==> src/rtl/prod_bcd_conv.sv <==
`default_nettype none
// ============================================================================
// Module   : prod_bcd_conv
// Purpose  : Sequential binary-to-BCD converter (iterative shift-add-3,
//            "double dabble") placed after the 4x4 multiplier.
//            It captures the product on a start strobe and presents
//            registered decimal digits to the seven-segment driver.
// Ports    : clk    - system clock, rising edge
//            rst_n  - asynchronous active-low reset
//            start  - conversion request, accepted only while idle
//            bin    - unsigned binary input, sampled on the accept edge
//            busy   - conversion in progress
//            done   - one-cycle pulse when bcd is updated
//            bcd    - packed digits, [3:0]=ones, [7:4]=tens, [11:8]=hundreds
//            blank  - leading-zero mask (only with PROD_BCD_BLANK_EN)
// Options  : `define PROD_BCD_BLANK_EN adds the registered blank output.
// Revision : 1.0 - initial release
// ============================================================================
module prod_bcd_conv #(
    parameter int IN_W       = 8,
    parameter int BCD_DIGITS = 3
) (
    input  logic                    clk,
    input  logic                    rst_n,
    input  logic                    start,
    input  logic [IN_W-1:0]         bin,
    output logic                    busy,
    output logic                    done,
    output logic [4*BCD_DIGITS-1:0] bcd
`ifdef PROD_BCD_BLANK_EN
    ,
    output logic [BCD_DIGITS-1:0]   blank
`endif
);

    localparam int                 C_BCD_W = 4 * BCD_DIGITS;
    localparam int                 C_CNT_W = (IN_W > 1) ? $clog2(IN_W) : 1;
    localparam logic [C_CNT_W-1:0] C_LAST  = C_CNT_W'(IN_W - 1);

    // Enough digits must exist to hold 2^IN_W-1 in decimal; the shift logic
    // also needs at least two input bits.
    generate
        if ((BCD_DIGITS * 4 < IN_W + (IN_W + 2) / 3) || (IN_W < 2)) begin : g_bad_params
            $error("prod_bcd_conv: illegal IN_W/BCD_DIGITS combination");
        end
    endgenerate

    typedef enum logic [0:0] {
        IDLE = 1'b0,
        CONV = 1'b1
    } state_t;

    state_t               state_q,   state_d;
    logic [IN_W-1:0]      binreg_q,  binreg_d;
    logic [C_BCD_W-1:0]   scratch_q, scratch_d;
    logic [C_CNT_W-1:0]   count_q,   count_d;
    logic                 busy_q,    busy_d;
    logic                 done_q,    done_d;
    logic [C_BCD_W-1:0]   bcd_q,     bcd_d;

    logic [C_BCD_W-1:0]   adj_scratch;
    logic [C_BCD_W-1:0]   shift_scratch;
    logic [IN_W-1:0]      shift_bin;

    // Add-3 correction per digit; each digit is handled independently so no
    // carry can ripple into the next digit.
    generate
        for (genvar gi = 0; gi < BCD_DIGITS; gi++) begin : g_digit_adj
            assign adj_scratch[4*gi +: 4] = (scratch_q[4*gi +: 4] >= 4'd5)
                                          ? scratch_q[4*gi +: 4] + 4'd3
                                          : scratch_q[4*gi +: 4];
        end
    endgenerate

    // One step of the combined {scratch, binreg} left shift.
    assign shift_scratch = {adj_scratch[C_BCD_W-2:0], binreg_q[IN_W-1]};
    assign shift_bin     = {binreg_q[IN_W-2:0], 1'b0};

`ifdef PROD_BCD_BLANK_EN
    logic [BCD_DIGITS-1:0] blank_q, blank_d;
    logic [BCD_DIGITS-1:0] blank_calc;

    // Digit i is blanked only when it and every digit above it are zero.
    // The ones digit is never blanked so a zero result still shows "0".
    always_comb begin
        logic higher_zero;
        blank_calc  = '0;
        higher_zero = 1'b1;
        for (int i = BCD_DIGITS - 1; i >= 1; i--) begin
            higher_zero   = higher_zero & (shift_scratch[4*i +: 4] == 4'd0);
            blank_calc[i] = higher_zero;
        end
    end
`endif

    always_comb begin
        state_d   = state_q;
        binreg_d  = binreg_q;
        scratch_d = scratch_q;
        count_d   = count_q;
        busy_d    = busy_q;
        done_d    = 1'b0;
        bcd_d     = bcd_q;
`ifdef PROD_BCD_BLANK_EN
        blank_d   = blank_q;
`endif
        case (state_q)
            IDLE: begin
                if (start) begin
                    binreg_d  = bin;
                    scratch_d = '0;
                    count_d   = '0;
                    busy_d    = 1'b1;
                    state_d   = CONV;
                end
            end
            CONV: begin
                scratch_d = shift_scratch;
                binreg_d  = shift_bin;
                count_d   = count_q + 1'b1;
                if (count_q == C_LAST) begin
                    // Only the finished value reaches bcd; intermediate
                    // scratch contents are never exposed.
                    bcd_d   = shift_scratch;
`ifdef PROD_BCD_BLANK_EN
                    blank_d = blank_calc;
`endif
                    done_d  = 1'b1;
                    busy_d  = 1'b0;
                    state_d = IDLE;
                end
            end
            default: begin
                state_d = IDLE;
            end
        endcase
    end

    always_ff @(posedge clk or negedge rst_n) begin
        if (!rst_n) begin
            state_q   <= IDLE;
            binreg_q  <= '0;
            scratch_q <= '0;
            count_q   <= '0;
            busy_q    <= 1'b0;
            done_q    <= 1'b0;
            bcd_q     <= '0;
`ifdef PROD_BCD_BLANK_EN
            blank_q   <= '0;
`endif
        end else begin
            state_q   <= state_d;
            binreg_q  <= binreg_d;
            scratch_q <= scratch_d;
            count_q   <= count_d;
            busy_q    <= busy_d;
            done_q    <= done_d;
            bcd_q     <= bcd_d;
`ifdef PROD_BCD_BLANK_EN
            blank_q   <= blank_d;
`endif
        end
    end

    assign busy = busy_q;
    assign done = done_q;
    assign bcd  = bcd_q;
`ifdef PROD_BCD_BLANK_EN
    assign blank = blank_q;
`endif

endmodule
`default_nettype wire

==> config.mk <==
export PLATFORM = sky130hd
export DESIGN_NAME = prod_bcd_conv
export DESIGN_NICKNAME = d
export VERILOG_FILES = /design/src/rtl/prod_bcd_conv.sv
export SDC_FILE = /design/constraint.sdc
export NUM_CORES = 1
export LEC_CHECK = 0
export BUFFER_PORTS_ARGS = -buffer_cell sky130_fd_sc_hd__buf_2
export CAP_MARGIN = 20
export CORE_UTILIZATION = 35
export DETAILED_ROUTE_END_ITERATION = 7
export SLEW_MARGIN = 40
export SYNTH_ARGS = -nofsm -noshare
export SYNTH_HDL_FRONTEND = slang
export SYNTH_SLANG_ARGS = --single-unit
==> constraint.sdc <==
create_clock -name clk -period 2.1 [get_ports clk]
set_input_delay 0.105 -clock clk [delete_from_list [all_inputs] [get_ports clk]]
set_output_delay 0.105 -clock clk [all_outputs]
set_load 0.02 [all_outputs]
==> metrics.md, run 1 <==
| Metric | Value |
|---|---|
| Status | complete, no violations |
| Total of max-cap violations | 0 |
| Die Width | 77.2 um |
| Unique masters post-synth | 35 |
| Post-synthesis register bit count | 38 |
| 1st-pass router iterations | 4 |
| WL per Instance | 14.6 um |
| Gr ovfl total | 0 |
| ANT nets after route | 0 |
| Reg-to-reg slack, setup | 370 ps |
| Vias in the first global route | 1474 |
| Clk buf depth | 2 |
| Tightest Pin Transition | 489 ps |
| Core ar. | 5270 sq um |
| # placed instances | 283 |
| Clock transition at path regs | 70 ps |
| Sink Count | 38 |
| CP Capture Type | flip-flop |
| Vias | 1549 |
| Placed inst area | 2120 sq um |
| Slew Viols, Final | 0 |
| Leak Pwr | 1.00 nW |
| Layout Cells excl Fill | 291 |
| # diodes | 0 |
| DR DRC count | 0 |
| Mapped cell area | 1980 sq um |
| Gate Count Post-Synth | 202 |
| Fmax | 577 MHz |
| I/O pin total | 25 |
| Skew final | 5.94 ps |
| CTS resizes | 0 |
| Initial antenna violation count | 0 |
| Seq/Total Area, Yosys | 48.1% |
| Synth top area share | 48.1% |
| Final setup violation count | 0 |
| Cell taking the most area after synthesis | dfrtp_1 |
| Vias/cell | 5.32 |
| Yosys warns | 0 |
| Max IR drop VDD | 0.556 mV |
| Min Tclk post-route | 1730 ps |
| 1st-iter DRT viols | 111 |
| Synth Area per Inst | 9.79 sq um |
| GR Util All Layers | 15.8% |
| Fin Setup TNS | 0 ps |
| Crit share post-route | 82.5% |
| CTS tree | done |
| Slew HR | 67.4% |
| Final Hold Vio Count | 0 |
| PwrDens | 1580 nW/um^2 |
| Routability cong. | 0.780 |
| Cell Rows | 26 |
| # fillers | 538 |
| Starting Density | 37.5% |
| Share of layout cells above drive strength 1 | 15.8% |
| CP Class | reg2reg |
| CP arrival | 1900 ps |
| Finished Cell Area | 2210 sq um |
| Synth-to-Final Area Change | 11.7% |
| Unrepaired setup endpoints after global routing | no |
| Height of the die | 77.2 um |
| Final wirelength | 4240 um |
| DP HPWL | 2840 um |
| Startpoint Class | flip-flop |
| CTS Buf Count | 5 |
| First-pass GRT wire length | 7330 um |
| Root Driver | clkbuf_8 |
| PortBufs | 24 |
| Synth area leaders | dfrtp_1 48%, nand2_1 5.5%, ha_1 5.1%, mux2i_1 4.1%, o21ai_0 3.8% |
| # nets final | 240 |
| Post-Syn Nets | 221 |
| WP data required | 2260 ps |
| Largest net degree at the start of global routing | 39 |
| Hold WS | 71.4 ps |
| Final core utilization | 41.9% |
| H-tree depth | 2 |
| Hold WC Path Type | in2reg |
| Die footprint | 5950 sq um |
| CP max FO | 11 |
| Clk Latency, worst-skew pair | 290 ps |
synthesized netlist by cell type, drive strengths merged:
master	n
ha	8
buf	12
a211oi	3
nand2b	3
nor3	2
o32a	1
o22ai	4
inv	9
nor3b	3
clkinv	1
nor2b	4
nor4	2
nand4	2
or4	2
mux2i	8
a32oi	2
a22o	2
o31ai	7
nand2	30
nor2	5
a31oi	3
o21ai	16
nand3	14
a21boi	3
a2111o	6
a311o	2
dfrtp	38
o311ai	2
clkbuf	4
a21oi	4
state kept, by name, summed over array words and instances, names as in the netlist:
| name | cells |
|---|---|
| bcd | 12 |
| binreg_q | 8 |
| busy | 1 |
| count_q | 3 |
| done | 1 |
| scratch_q | 12 |
| state_q | 1 |
path summary, 6_finish.rpt:
kind	to	from	cells after the start
setup / recovery	bcd[5]	count_q[0]	6
max in group asynchronous	count_q[2]	rst_n	2
setup reg to reg	bcd[5]	count_q[0]	6
hold / removal	binreg_q[0]	bin[0]	3
min in group asynchronous	scratch_q[10]	rst_n	2
hold reg to reg	bcd[2]	bcd[2]	2
per-layer routing:
metal	vias up	share of wire [%]	routed length, um	global-route usage (%)
li1	774	-	-	-
met1	734	50	2140	21.5
met2	35	44	1850	24.5
met3	6	4.8	202	4.05
met4	0	1.2	53	5.09
met5	-	0	0	0
critical path, cell delays in order (launching register included):
cell	delay [ps]
dfrtp_1	390
ha_1	200
ha_1	250
nand2_4	150
clkinv_1	250
a31oi_1	250
o311ai_1	110
cell families (layout without fill, tap and decap cells):
logic type               Yosys count  in the layout  share of synthesized area (%)
adder cells (fa/ha/maj)            8              8                           5.06
AND/OR/NAND/NOR                   67             67                           16.5
flip-flops                        38             38                           48.1
buffers and inverters             26             45                           6.33
AO/OA/AOI/OAI                     55             55                           20.0
multiplexers                       8              8                           4.05
layout by cell type, fill, tap and decap left out, types with 3 or more instances in the layout:
cell type and instances:
nor2_1 5, nor2b_1 4, nand2b_1 3, inv_1 8, clkbuf_8 5, nand3_1 14, a31oi_1 3, o31ai_1 7
buf_4 4, buf_2 23, o22ai_1 4, mux2i_1 8, a21boi_0 3, a2111o_1 6, ha_1 8, nand2_1 29
a21oi_1 4, nor3b_1 3, dfrtp_1 38, a211oi_1 3, o21ai_0 15
timing repair:
item | CTS | global route
setup buffers | 0 | 0
endpoints found under the hold margin | 38 | 0
hold buffers | 1 | 0
layout make-up:
class / count / area [sq um] / share of cell area [%]
Timing Repair Buffer: 28 / 155 / 7.03
Sequential cell: 38 / 951 / 43.1
Tap cell: 70 / 87.6 / 3.97
Multi-Input combinational cell: 138 / 901 / 40.8
Inverter: 10 / 37.5 / 1.70
Clock buffer: 7 / 76.3 / 3.46
stage by stage:
stage	power, W	setup slack, ps
global placement	0.00301	416
finish	0.00348	367
CTS	0.00351	350
floorplan	0.00263	610
global route	0.00382	213
detailed placement	0.00301	352
where the power goes:
group	switching, W	internal (W)	leakage [nW]
clock network	0.000248	0.000229	0.0383
registers	0.000363	0.00106	0.481
logic	0.000948	0.000629	0.482
total	0.00156	0.00192	1.00
No activity file was read; power rests on OpenSTA's default activity.
==> run 2: changes to the inputs <==
ABC_AREA = 1   (was not set)
clock period = 1.4 ns   (was 2.1 ns; I/O delays follow)
==> metrics.md, run 2 <==
| Metric | Value |
|---|---|
| Comb power frac | 47.5% (+2.2 points) |
| Finished Cell Area | 2180 sq um (-1.4%) |
| CP arrival | 1500 ps (-400 ps) |
| Fin Setup TNS | 0 ps (unchanged) |
| Area occupied by multi-input gates | 752 sq um (-17%) |
| PwrDens | 2400 nW/um^2 (+52%) |
| # nets final | 261 (+8.8%) |
| 1st-iter DRT viols | 59 (-47%) |
| Slew Viols, Final | 0 (unchanged) |
| Met2 Use GR | 25.5% (+0.94 points) |
| Seq pwr share | 37.7% (-3.3 points) |
| Mapped cell area | 1820 sq um (-8.0%) |
| Sink Count | 38 (unchanged) |
| H-tree depth | 2 (unchanged) |
| Clk buf depth | 2 (unchanged) |
| Final wirelength | 3590 um (-15%) |
| Core ar. | 4850 sq um (-8.0%) |
| Synth-to-Final Area Change | 19.7% |
| Pre-CTS WS | 70.8 ps (-282 ps) |
| FFs w/ async S/R, synth | 100% (unchanged) |
| Largest net degree at the start of global routing | 39 (unchanged) |
| Final core utilization | 44.9% (+3.0 points) |
| CP Capture Type | flip-flop |
| CP max FO | 5 (-6) |
| CTS Buf Count | 5 (unchanged) |
| Final Hold Vio Count | 0 (unchanged) |
| Seq/Total Area, Yosys | 52.3% (+4.2 points) |
| # diodes | 0 (unchanged) |
| Tightest Pin Transition | 480 ps (-9.47 ps) |
| Clk Latency, worst-skew pair | 290 ps (about the same) |
| CP Class | reg2reg |
| Height of the die | 74.1 um (-4.0%) |
| Grt met1 use | 19.8% (-1.7 points) |
| Commonest non-fill, non-tap cell in the layout | nand2_1 |
| Die Width | 74.1 um (-4.0%) |
| Crit share post-route | 93.9% (+11 points) |
| Post-synthesis register bit count | 38 (unchanged) |
| Starting Density | 37.5% (about the same) |
| Synth Area per Inst | 8.87 sq um (-9.3%) |
| CTS tree | done |
| Total of max-cap violations | 0 (unchanged) |
| Die footprint | 5490 sq um (-7.8%) |
| Count leader, synth | nand2_1 |
| Register Area | 951 sq um (unchanged) |
| GR Util All Layers | 15.8% (-0.041 points) |
| DP HPWL | 2440 um (-14%) |
| Hold Path Cell Cnt | 3 (unchanged) |
| Synth area leaders | dfrtp_1 52%, nand2_1 15%, nand3_1 6.9%, ha_1 5.5%, inv_1 3.1% |
| Startpoint Class | flip-flop |
| Share of layout cells above drive strength 1 | 22.6% (+6.8 points) |
| Leak Pwr | 1.14 nW (+14%) |
| Fmax | 761 MHz (+32%) |
| Gate Count Post-Synth | 205 (+1.5%) |
| Main synth FF type | dfrtp_1 |
| Placed inst area | 2010 sq um (-5.5%) |
| Root Driver | clkbuf_8 |
| Global routing's busiest layer | met2 |
| ANT nets after route | 0 (unchanged) |
| I/O pin total | 25 (unchanged) |
| Vias | 1431 (-7.6%) |
| Synth top area share | 52.3% (+4.2 points) |
| Slew HR | 68.0% (+0.63 points) |
| Switch share | 43.6% (-1.1 points) |
| Post-synth top cells | 74 x nand2_1, 38 x dfrtp_1, 25 x nand3_1, 15 x inv_1, 9 x o21ai_0 |
| WL per Instance | 11.6 um (-21%) |
| WP data required | 1580 ps (-680 ps) |
| Routability cong. | 0.776 (-0.59%) |
| Number of flops mapped to enable cells by yosys | 0 (unchanged) |
| Clock share of power | 14.8% (+1.1 points) |
| Gr ovfl total | 0 (unchanged) |
| Most frequent cells in the layout | 71 x nand2_1, 38 x dfrtp_1, 24 x buf_2 |
| Internal power | 0.00295 W (+53%) |
| Sw Pwr | 0.00228 W (+46%) |
| Post-Syn Nets | 224 (+1.4%) |
| # fillers | 486 (-9.7%) |
| Cell Rows | 25 (-3.8%) |
| 1st-pass router iterations | 4 (unchanged) |
| PortBufs | 24 (unchanged) |
| Cell taking the most area after synthesis | dfrtp_1 |
| Clock transition at path regs | 80 ps (about the same) |
| Hold WC Path Type | in2reg |
| Vias in the first global route | 1435 (-2.6%) |
| Min Tclk post-route | 1310 ps (-419 ps) |
| Unique masters post-synth | 23 (-34%) |
| Final setup violation count | 0 (unchanged) |
| First-pass GRT wire length | 6480 um (-12%) |
| FF-to-FF path depth | 6 (unchanged) |
| DR DRC count | 0 (unchanged) |
| Max IR drop VDD | 0.708 mV (+27%) |
| Vias/cell | 4.62 (-13%) |
| Status | complete, no violations |
| Initial antenna violation count | 0 (unchanged) |
| Hold WS | 12.1 ps (-59.3 ps) |
| Grt met3 use | 5.28% (+1.2 points) |
| Skew final | 7.29 ps (+1.34 ps) |
| Slack of the critical path | 85.2 ps (-281 ps) |
| Yosys warns | 0 (unchanged) |
==> run 2: cell types whose count changed in the layout (fill, tap and decap cells not counted), sizes merged, moves of 6 or more <==
cell / change
inv: +10
a2111o: -6
o21ai: -6
nand2: +47
mux2i: -8
nand3: +12
o31ai: -7
==> run 2: logic make-up after synthesis <==
kind of cell             after synthesis  share of synthesized area (%)
AND/OR/NAND/NOR                      116                           28.3
flip-flops                            38                           52.3
buffers and inverters                 24                           7.77
AO/OA/AOI/OAI                         19                           6.19
adder cells (fa/ha/maj)                8                           5.50
==> run 2: path summary, 6_finish.rpt <==
check                           slack, ps           end    startpoint
max in group asynchronous             710  scratch_q[0]         rst_n
worst max register to register         90  scratch_q[5]  scratch_q[4]
worst max-delay path                   90  scratch_q[5]  scratch_q[4]
min in group asynchronous             350        bcd[8]         rst_n
worst min-delay path                   10   binreg_q[3]        bin[3]
worst min register to register        470        bcd[2]        bcd[2]
==> run 2: power groups by stage <==
stage               clock network, W  logic [W]  registers [W]
global placement                   0    0.00237        0.00196
floorplan                          0    0.00165        0.00210
global route                0.000864    0.00292        0.00203
finish                      0.000772    0.00248        0.00197
detailed placement                 0    0.00240        0.00197
CTS                         0.000813    0.00241        0.00196
==> run 2: layer usage <==
metal | part of all wire (%) | wire, um
met2 | 45 | 1620
met4 | 1.5 | 53
met3 | 4.8 | 174
met5 | 0 | 0
met1 | 48 | 1740
==> run 2: cell type report <==
class                   count  area share, %
clock buffers               7           3.97
inverters                  19           3.97
multi-input cells         143           34.5
well taps                  67           3.85
clock inverters             1          0.230
flip-flops and latches     38           43.7
repair buffers             35           9.77
==> run 2: per-stage QoR <==
stage	cells	power, W
2_1_floorplan	205	0.00375
3_3_place_gp	296	0.00433
3_5_place_dp	296	0.00436
4_1_cts	308	0.00518
5_1_grt	310	0.00582
6_report	310	0.00523
==> run 2: worst max-delay path, stage by stage, from the launching register on <==
cell     delay (ps)
dfrtp_1         440
buf_4           160
ha_1            190
nand2_2         110
nand4_1         130
nand3_1         120
nand2_1          60
==> run 2: what timing repair did <==
item | CTS | global route
hold buffers | 4 | 0
buffers inserted | 0 | 2
resized for setup | 0 | 10
endpoints found under the hold margin | 41 | 0
setup endpoints to repair | 0 | 13
==> run 3: changes to the inputs <==
PLACE_DENSITY = 0.56   (was not set)
==> metrics.md, run 3 (synthesized netlist as in run 2, its figures left out) <==
| Metric | Value |
|---|---|
| Status | complete, no violations |
| Initial antenna violation count | 0 (unchanged) |
| Skew final | 5.30 ps (-1.99 ps) |
| Crit share post-route | 93.4% (-0.55 points) |
| GR Util All Layers | 16.1% (+0.32 points) |
| Pre-CTS WS | 66.3 ps (-4.50 ps) |
| Clock transition at path regs | 80 ps (about the same) |
| Fmax | 765 MHz (+0.59%) |
| PwrDens | 2400 nW/um^2 (-0.14%) |
| Slack of the critical path | 92.8 ps (+7.67 ps) |
| Hold WS | 5.48 ps (-6.58 ps) |
| Most frequent cells in the layout | 74 x nand2_1, 38 x dfrtp_1, 24 x buf_2 |
| H-tree depth | 2 (unchanged) |
| FF-to-FF path depth | 7 (+1) |
| Max IR drop VDD | 0.700 mV (-1.0%) |
| Die Width | 74.1 um (unchanged) |
| Die footprint | 5490 sq um (unchanged) |
| CP Capture Type | flip-flop |
| Startpoint Class | flip-flop |
| Hold WC Path Type | in2reg |
| Fin Setup TNS | 0 ps (unchanged) |
| Root Driver | clkbuf_8 |
| WL per Instance | 12.4 um (+6.6%) |
| CP max FO | 4 (-1) |
| Register Area | 951 sq um (unchanged) |
| Hold wc startpoint | bin[6] |
| DP HPWL | 2480 um (+1.4%) |
| CTS tree | done |
| Final core utilization | 44.9% (-0.052 points) |
| Tightest Pin Transition | 485 ps (+5.62 ps) |
| Sink Count | 38 (unchanged) |
| 1st-pass router iterations | 4 (unchanged) |
| Vias in the first global route | 1355 (-5.6%) |
| Height of the die | 74.1 um (unchanged) |
| CTS Buf Count | 5 (unchanged) |
| Gr ovfl total | 0 (unchanged) |
| Clk Latency, worst-skew pair | 290 ps (about the same) |
| Routability cong. | 0.869 (+12%) |
| CP Class | reg2reg |
| # diodes | 0 (unchanged) |
| Vias/cell | 4.65 (+0.65%) |
| 1st-iter DRT viols | 74 (+25%) |
| Core ar. | 4850 sq um (unchanged) |
| R2r startpoint | scratch_q[4] |
| Total of max-cap violations | 0 (unchanged) |
| CP arrival | 1530 ps (+30 ps) |
| Unrepaired setup endpoints after global routing | yes |
| PortBufs | 24 (unchanged) |
| Synth-to-Final Area Change | 19.5% |
| Final wirelength | 3840 um (+6.9%) |
| Share of layout cells above drive strength 1 | 19.7% (-3.0 points) |
| Final setup violation count | 0 (unchanged) |
| ANT nets after route | 0 (unchanged) |
| Commonest non-fill, non-tap cell in the layout | nand2_1 |
| Leak Pwr | 1.14 nW (+0.23%) |
| Reg-to-reg slack, setup | 90 ps (about the same) |
| I/O pin total | 25 (unchanged) |
| Clk buf depth | 2 (unchanged) |
| R2r endpoint | scratch_q[6] |
| Slew HR | 67.6% (-0.37 points) |
| # nets final | 262 (+0.38%) |
| Starting Density | 37.5% (unchanged) |
| Min Tclk post-route | 1310 ps (-7.67 ps) |
| Final Hold Vio Count | 0 (unchanged) |
| Largest net degree at the start of global routing | 39 (unchanged) |
| First-pass GRT wire length | 6440 um (-0.54%) |
| Hold Path Cell Cnt | 3 (unchanged) |
| Area occupied by multi-input gates | 737 sq um (-2.0%) |
| Vias | 1445 (+0.98%) |
| # fillers | 476 (-2.1%) |
| Slew Viols, Final | 0 (unchanged) |
| Cell Rows | 25 (unchanged) |
| WP data required | 1630 ps (+50 ps) |
| DR DRC count | 0 (unchanged) |
| Hold EP | binreg_q[6] |
## run 3: routing by layer
layer / GRT usage [%] / part of all wire [%] / vias up
met5: 0 / 0 / -
met4: 6.20 / 0.78 / 0
met3: 5.96 / 4.0 / 2
met2: 24.2 / 46 / 31
met1: 21.1 / 49 / 667
li1: - / - / 745
## run 3: critical path: stages (launching register included)
cell     delay [ps]
dfrtp_1         420
buf_4           150
ha_1            180
nand2_1         120
nand3_2         120
nand2_1         100
nand3_1          80
nand2_1          80
## run 3: worst max path at each step
stage / end / start / slack, ps
2_1_floorplan: bcd[8] / count_q[0] / 150
3_3_place_gp: scratch_q[6] / scratch_q[4] / 80
3_5_place_dp: scratch_q[6] / scratch_q[4] / 70
4_1_cts: scratch_q[6] / scratch_q[4] / 40
5_1_grt: scratch_q[6] / scratch_q[5] / -10
6_report: scratch_q[6] / scratch_q[4] / 90
## run 3: what timing repair did
item                                    CTS  global route
hold endpoints to repair                 42             1
endpoints found under the setup margin    0            10
resized for setup                         0             4
setup buffers                             0             1
hold buffers                              5             1
## run 3: area by class of cell
cell class / instances / area share [%]
sequential: 38 / 43.7
multi-input combinational: 143 / 33.9
timing repair buffer: 36 / 10.4
clock buffer: 7 / 3.97
inverter: 19 / 3.97
tap: 67 / 3.85
clock inverter: 1 / 0.230
## run 3: metrics by stage
| step | cells | power [W] | instance area (sq um) |
|---|---|---|---|
| 6_report | 311 | 0.00522 | 2170 |
| 5_1_grt | 311 | 0.00571 | 2170 |
| 4_1_cts | 309 | 0.00521 | 2150 |
| 3_5_place_dp | 296 | 0.00439 | 2010 |
| 3_3_place_gp | 296 | 0.00435 | 2010 |
| 2_1_floorplan | 205 | 0.00375 | 1820 |
## run 3: report_power, final
group | leakage (nW) | switching [W] | internal, W
registers | 0.474 | 0.000350 | 0.00161
logic | 0.617 | 0.00156 | 0.000904
clock network | 0.0482 | 0.000394 | 0.000398
total | 1.14 | 0.00230 | 0.00291
